[src/rtl/game_pkg.sv]
// game_pkg: shared types and constants for the game-flow controller.
//   game_state_t  - controller FSM states
//   LVL_*         - level encodings fed to the countdown timer
//   MAX_TOTAL     - saturation value for the per-game won-round total
//   coerce_level  - maps the unused level code 2'b00 onto LVL_EASY
package game_pkg;

    typedef enum logic [2:0] {
        S_IDLE,
        S_LOAD,
        S_ARM,
        S_RUN,
        S_PAUSE,
        S_OVER,
        S_WIN
    } game_state_t;

    localparam logic [1:0] LVL_EASY  = 2'b01;
    localparam logic [1:0] LVL_MED   = 2'b10;
    localparam logic [1:0] LVL_HARD  = 2'b11;
    localparam logic [3:0] MAX_TOTAL = 4'd9;

    function automatic logic [1:0] coerce_level(input logic [1:0] lvl);
        return (lvl == 2'b00) ? LVL_EASY : lvl;
    endfunction

endpackage

[src/rtl/game_timer_ctrl_round_tracker.sv]
// round_tracker: holds the level and round counters for one game session.
// Ports:
//   clk, rst          - clock, synchronous active-high reset (all counters 0)
//   clr_i             - start of game: load level from start_level_i, clear counts
//   start_level_i[1:0]- requested starting level (00 treated as easy)
//   win_i             - one won round; advances counters
//   round_count_o[3:0]- rounds won at the current level
//   total_rounds_o[3:0]- rounds won this game, saturating at MAX_TOTAL
//   game_level_o[1:0] - current level
//   last_round_o      - the current round is the final round of the hardest level
module round_tracker
    import game_pkg::*;
#(
    parameter int ROUNDS_PER_LEVEL = 3
) (
    input  logic       clk,
    input  logic       rst,
    input  logic       clr_i,
    input  logic [1:0] start_level_i,
    input  logic       win_i,
    output logic [3:0] round_count_o,
    output logic [3:0] total_rounds_o,
    output logic [1:0] game_level_o,
    output logic       last_round_o
);

    localparam logic [3:0] LAST_RC = 4'(ROUNDS_PER_LEVEL - 1);

    logic [3:0] round_q, round_d;
    logic [3:0] total_q, total_d;
    logic [1:0] level_q, level_d;

    always_comb begin
        round_d = round_q;
        total_d = total_q;
        level_d = level_q;
        if (clr_i) begin
            round_d = 4'd0;
            total_d = 4'd0;
            level_d = coerce_level(start_level_i);
        end else if (win_i) begin
            total_d = (total_q >= MAX_TOTAL) ? MAX_TOTAL : total_q + 4'd1;
            if (round_q < LAST_RC) begin
                round_d = round_q + 4'd1;
            end else if (level_q < LVL_HARD) begin
                level_d = level_q + 2'd1;
                round_d = 4'd0;
            end
            // Final round of the hardest level: the FSM moves to WIN and the
            // level/round counters are left as they are.
        end
    end

    always_ff @(posedge clk) begin
        if (rst) begin
            round_q <= 4'd0;
            total_q <= 4'd0;
            level_q <= 2'b00;
        end else begin
            round_q <= round_d;
            total_q <= total_d;
            level_q <= level_d;
        end
    end

    assign round_count_o  = round_q;
    assign total_rounds_o = total_q;
    assign game_level_o   = level_q;
    assign last_round_o   = (level_q == LVL_HARD) && (round_q >= LAST_RC);

endmodule

[src/rtl/game_timer_ctrl.sv]
// game_timer_ctrl: sequences the countdown timer through a game session.
// Reloads (LOAD) and settles (ARM) the timer before each round, enables
// counting in RUN, freezes it in PAUSE, and ends the game in OVER or WIN.
// Ports:
//   clk, rst                 - clock, synchronous active-high reset
//   startGame, pauseToggle   - single-cycle control pulses
//   roundWon, roundLost      - single-cycle round result pulses
//   startLevel[1:0]          - level latched when a game starts
//   timeout                  - timer reads 00 (level)
//   timerReconfig            - timer reload strobe (LOAD)
//   timerEnable              - timer count enable (RUN)
//   gameLevel[1:0]           - current level to timer
//   roundCount, totalRounds  - won-round counters
//   playing/paused/gameOver/gameWon - state flags
// All outputs are decoded from registers only.
module game_timer_ctrl
    import game_pkg::*;
#(
    parameter int ROUNDS_PER_LEVEL = 3
) (
    input  logic       clk,
    input  logic       rst,
    input  logic       startGame,
    input  logic       pauseToggle,
    input  logic       roundWon,
    input  logic       roundLost,
    input  logic [1:0] startLevel,
    input  logic       timeout,
    output logic       timerReconfig,
    output logic       timerEnable,
    output logic [1:0] gameLevel,
    output logic [3:0] roundCount,
    output logic [3:0] totalRounds,
    output logic       playing,
    output logic       paused,
    output logic       gameOver,
    output logic       gameWon
);

    game_state_t state_q, state_d;
    logic        clr, win, last_round;

    always_comb begin
        state_d = state_q;
        clr     = 1'b0;
        win     = 1'b0;
        unique case (state_q)
            S_IDLE, S_OVER, S_WIN: begin
                if (startGame) begin
                    clr     = 1'b1;
                    state_d = S_LOAD;
                end
            end
            S_LOAD: state_d = S_ARM;
            S_ARM:  state_d = S_RUN;
            S_RUN: begin
                // Only the highest-priority active input acts.
                if (timeout || roundLost) begin
                    state_d = S_OVER;
                end else if (roundWon) begin
                    win     = 1'b1;
                    state_d = last_round ? S_WIN : S_LOAD;
                end else if (pauseToggle) begin
                    state_d = S_PAUSE;
                end
            end
            S_PAUSE: if (pauseToggle) state_d = S_RUN;
            default: state_d = S_IDLE;
        endcase
    end

    always_ff @(posedge clk) begin
        if (rst) state_q <= S_IDLE;
        else     state_q <= state_d;
    end

    round_tracker #(.ROUNDS_PER_LEVEL(ROUNDS_PER_LEVEL)) u_tracker (
        .clk           (clk),
        .rst           (rst),
        .clr_i         (clr),
        .start_level_i (startLevel),
        .win_i         (win),
        .round_count_o (roundCount),
        .total_rounds_o(totalRounds),
        .game_level_o  (gameLevel),
        .last_round_o  (last_round)
    );

    assign timerReconfig = (state_q == S_LOAD);
    assign timerEnable   = (state_q == S_RUN);
    assign playing       = (state_q == S_LOAD) || (state_q == S_ARM) || (state_q == S_RUN);
    assign paused        = (state_q == S_PAUSE);
    assign gameOver      = (state_q == S_OVER);
    assign gameWon       = (state_q == S_WIN);

endmodule

[config.mk]
export PLATFORM = sky130hd
export DESIGN_NAME = game_timer_ctrl
export DESIGN_NICKNAME = d
export VERILOG_FILES = /design/src/rtl/game_pkg.sv /design/src/rtl/game_timer_ctrl_round_tracker.sv /design/src/rtl/game_timer_ctrl.sv
export SDC_FILE = /design/constraint.sdc
export NUM_CORES = 1
export LEC_CHECK = 0
export ABC_AREA = 1
export CELL_PAD_IN_SITES_DETAIL_PLACEMENT = 0
export CELL_PAD_IN_SITES_GLOBAL_PLACEMENT = 1
export CORE_MARGIN = 4
export CORE_UTILIZATION = 28
export DETAILED_ROUTE_END_ITERATION = 6
export PLACE_DENSITY_LB_ADDON = 0.15
export RECOVER_POWER = 25
export SYNTH_ARGS = -nofsm -noshare
export SYNTH_HDL_FRONTEND = slang
export SYNTH_SLANG_ARGS = --single-unit
[constraint.sdc]
create_clock -name clk -period 1.2 [get_ports clk]
set_input_delay 0.12 -clock clk [delete_from_list [all_inputs] [get_ports clk]]
set_output_delay 0.12 -clock clk [all_outputs]
set_load 0.01 [all_outputs]
==> results.json <==
{
  "worst_ep_required_time_ps": 1410,
  "switchingPower_w": 0.000937,
  "num_antenna_cells": 0,
  "holdPathEnd": "u_tracker.round_count_o[3]",
  "worstRegToRegCells": 9,
  "cts-root-buf": "clkbuf_4",
  "slew_headroom_pct": 86.3,
  "crit_type": "reg2reg",
  "syn-cell-area_um2": 822,
  "worst_pin_slew_ps": 206,
  "cts_buffer_depth": 2,
  "clock_sinks": 13,
  "core_area_mm2": 0.00278,
  "fin_area_mm2": 0.00144,
  "pwr-share-seq_pct": 26.5,
  "multiInputGateArea_um2": 589,
  "first_pass_iters": 4,
  "netlist_instances": 122,
  "r2r_start": "state_q[1]",
  "cap_violations": 0,
  "dp_hpwl_mm": 1.63,
  "dieWidth_um": 62.2,
  "vias": 951,
  "yosys.area.top_type": "dfxtp_1",
  "io_buffers": 24,
  "finalCritPeriodShare_pct": 105,
  "htree_levels": 1,
  "start_util_pct": 29.6,
  "hold_depth": 2,
  "netlist.area_leader.share_pct": 31.7,
  "antenna_found_initial": 0,
  "min_period_ps": 1260,
  "rsz0062_at_grt": "yes",
  "cp-startpoint": "state_q[1]",
  "area_delta_synth_final_pct": 75.3,
  "dieArea_mm2": 0.00387,
  "clk_pin_slew_worst_paths_ps": 70,
  "slew_viol_final": 0,
  "cp_slowest_cell": "dfxtp_4",
  "yosys_warnings": 0,
  "grt_max_degree": 8,
  "hold_viol": 0,
  "fin_worst_skew_ps": 2.46,
  "status": "finished with violations",
  "cts-buffers-inserted": 3,
  "first_iter_violations": 14,
  "yosys-top-cells-area": "dfxtp_1 32%, nand2_1 13%, ha_1 9.1%",
  "rows": 19,
  "powerDensity_mw_per_mm2": 1560,
  "drt_wl_total_mm": 2.15,
  "die_h_um": 62.2,
  "layout.nets": 192,
  "grt_pass1_wl_mm": 4.04,
  "cts_tree": "done",
  "drcViolationCount": 0,
  "avgSynthCellArea_um2": 6.74,
  "seq_area_frac_synth_pct": 31.7,
  "critical_path_arrival_ps": 1470,
  "holdBufCountCts": 0,
  "seq_area_um2": 274,
  "wl_per_cell_um": 10.4,
  "place_congestion": 0.781,
  "rr_endpoint": "u_tracker.game_level_o[1]",
  "pre_cts_slack_ps": -290,
  "dpl-instance-area_mm2": 0.00125,
  "fmax_mhz": 791,
  "setup_viol": 10,
  "hp-class": "reg2reg",
  "syn-num-nets": 137,
  "switching_share_pct": 41.6,
  "final_common_cell": "buf_4",
  "worst-path-max-fanout": 6,
  "p_int_w": 0.00132,
  "pwr-share-comb_pct": 61.9,
  "clockPowerShare_pct": 11.6,
  "ant_nets": 0,
  "clk_latency_ps": 270,
  "violations": "negative setup slack",
  "io_pins": 25,
  "p_leak_nw": 0.720,
  "drive_above_1_share_pct": 45.5,
  "yosysUniqueCellTypes": 20,
  "cp-end-kind": "flip-flop",
  "grt_usage_pct": 12.1,
  "ys_seq_elements": 13,
  "worstHoldStart": "u_tracker.round_count_o[3]",
  "worst_slack_ps": -64.0,
  "path_cells": "buf_6 -> nand3_4 -> nor2_4 -> nand2_4 -> inv_6 -> nand3_4 -> nand2_2 -> nand2_1 -> a21oi_1",
  "overflow": 0,
  "max_stage_delay_ps": 370,
  "routed_via_density": 4.59,
  "grt_pass1_vias": 978,
  "n_fill_cell": 271,
  "critPathLaunchType": "flip-flop",
  "reg2reg_setup_slack_ps": -60,
  "fin_setup_tns_ps": -323,
  "crit_top_cell": "nand3_4",
  "layout_common_cells": "23 x buf_4, 20 x nand2_1, 13 x inv_1, 13 x nor2_1, 10 x dlygate4sd2_1",
  "fin_hold_ws_ps": 475,
  "peakVddDrop_v": 0.00110
}
-- cells by family after synthesis --
| family | share of synthesized area, % |
|---|---|
| AO/OA/AOI/OAI | 13.2 |
| XOR/XNOR | 1.07 |
| adder cells (fa/ha/maj) | 9.13 |
| buffers and inverters | 10.8 |
| flip-flops | 31.7 |
| AND/OR/NAND/NOR | 34.1 |
-- flip-flops by register name (all words and copies together), names as in the netlist --
register	cells
u_tracker.game_level_o	2
u_tracker.total_rounds_o	4
u_tracker.round_count_o	4
state_q	3
-- worst max-delay path, delay by kind of cell, from the launching register on --
kind,cells,cell delay [ps]
buffers and inverters,2,190
AOI/OAI and AO/OA,1,120
DFF,1,370
and+or+nand+nor,6,520
-- power groups by stage --
stage / logic, W / registers [W] / clock network (W)
after detailed placement: 0.00111 / 0.000576 / 0
after floorplan: 0.000560 / 0.000586 / 0
after global routing: 0.00154 / 0.000613 / 0.000288
after CTS: 0.00123 / 0.000579 / 0.000268
after global placement: 0.00112 / 0.000575 / 0
final: 0.00139 / 0.000598 / 0.000261
-- cell type report --
class                           count  area share [%]
Clock buffer                        4            1.82
Inverter                           23            6.51
Multi-Input combinational cell     86            40.9
Sequential cell                    13            19.0
Tap cell                           31            2.69
Timing Repair Buffer               50            29.1
-- Yosys cell counts --
| master | instances |
|---|---|
| o21ai_1 | 5 |
| o31ai_1 | 1 |
| nand3_1 | 5 |
| ha_1 | 6 |
| nand2_1 | 28 |
| inv_2 | 4 |
| a21oi_1 | 9 |
| inv_1 | 18 |
| nor2_4 | 1 |
| a41oi_1 | 1 |
| xor2_1 | 1 |
| nor2_1 | 17 |
| nand3b_1 | 1 |
| o21ai_0 | 3 |
| nor3_1 | 1 |
| inv_4 | 1 |
| a22oi_1 | 1 |
| nand2_4 | 2 |
| dfxtp_1 | 13 |
| nand3_2 | 4 |
-- metal layers --
layer / vias to the layer above / routed length (um) / GRT usage, %
li1: 499 / - / -
met1: 423 / 987 / 15.6
met2: 21 / 1010 / 18.9
met3: 8 / 86 / 2.70
met4: 0 / 62 / 5.69
met5: - / 0 / 0
-- worst max-delay path by stage --
stage | to | slack, ps | cells after the start
2_1_floorplan | u_tracker.total_rounds_o[1] | 10 | 8
3_3_place_gp | u_tracker.game_level_o[0] | -250 | 10
3_5_place_dp | u_tracker.game_level_o[1] | -290 | 10
4_1_cts | u_tracker.game_level_o[1] | -70 | 9
5_1_grt | state_q[2] | -180 | 9
6_report | u_tracker.game_level_o[1] | -60 | 9
-- metrics by stage --
step                      total power [W]  cells  utilization (%)
after floorplan                   0.00115    122                -
after global placement            0.00169    195             45.1
after detailed placement          0.00169    195             45.1
after CTS                         0.00208    205             48.3
after global routing              0.00244    207             51.8
final                             0.00225    207             51.8
-- timing repair --
item | in CTS | in global routing
gates cloned | 0 | 0
setup buffers | 6 | 2
gates resized for setup | 55 | 24
endpoints found under the setup margin | 28 | 19
pin swaps | 8 | 9
endpoints found under the hold margin | 0 | 0
Note: power is estimated with default switching activity, not from simulation.
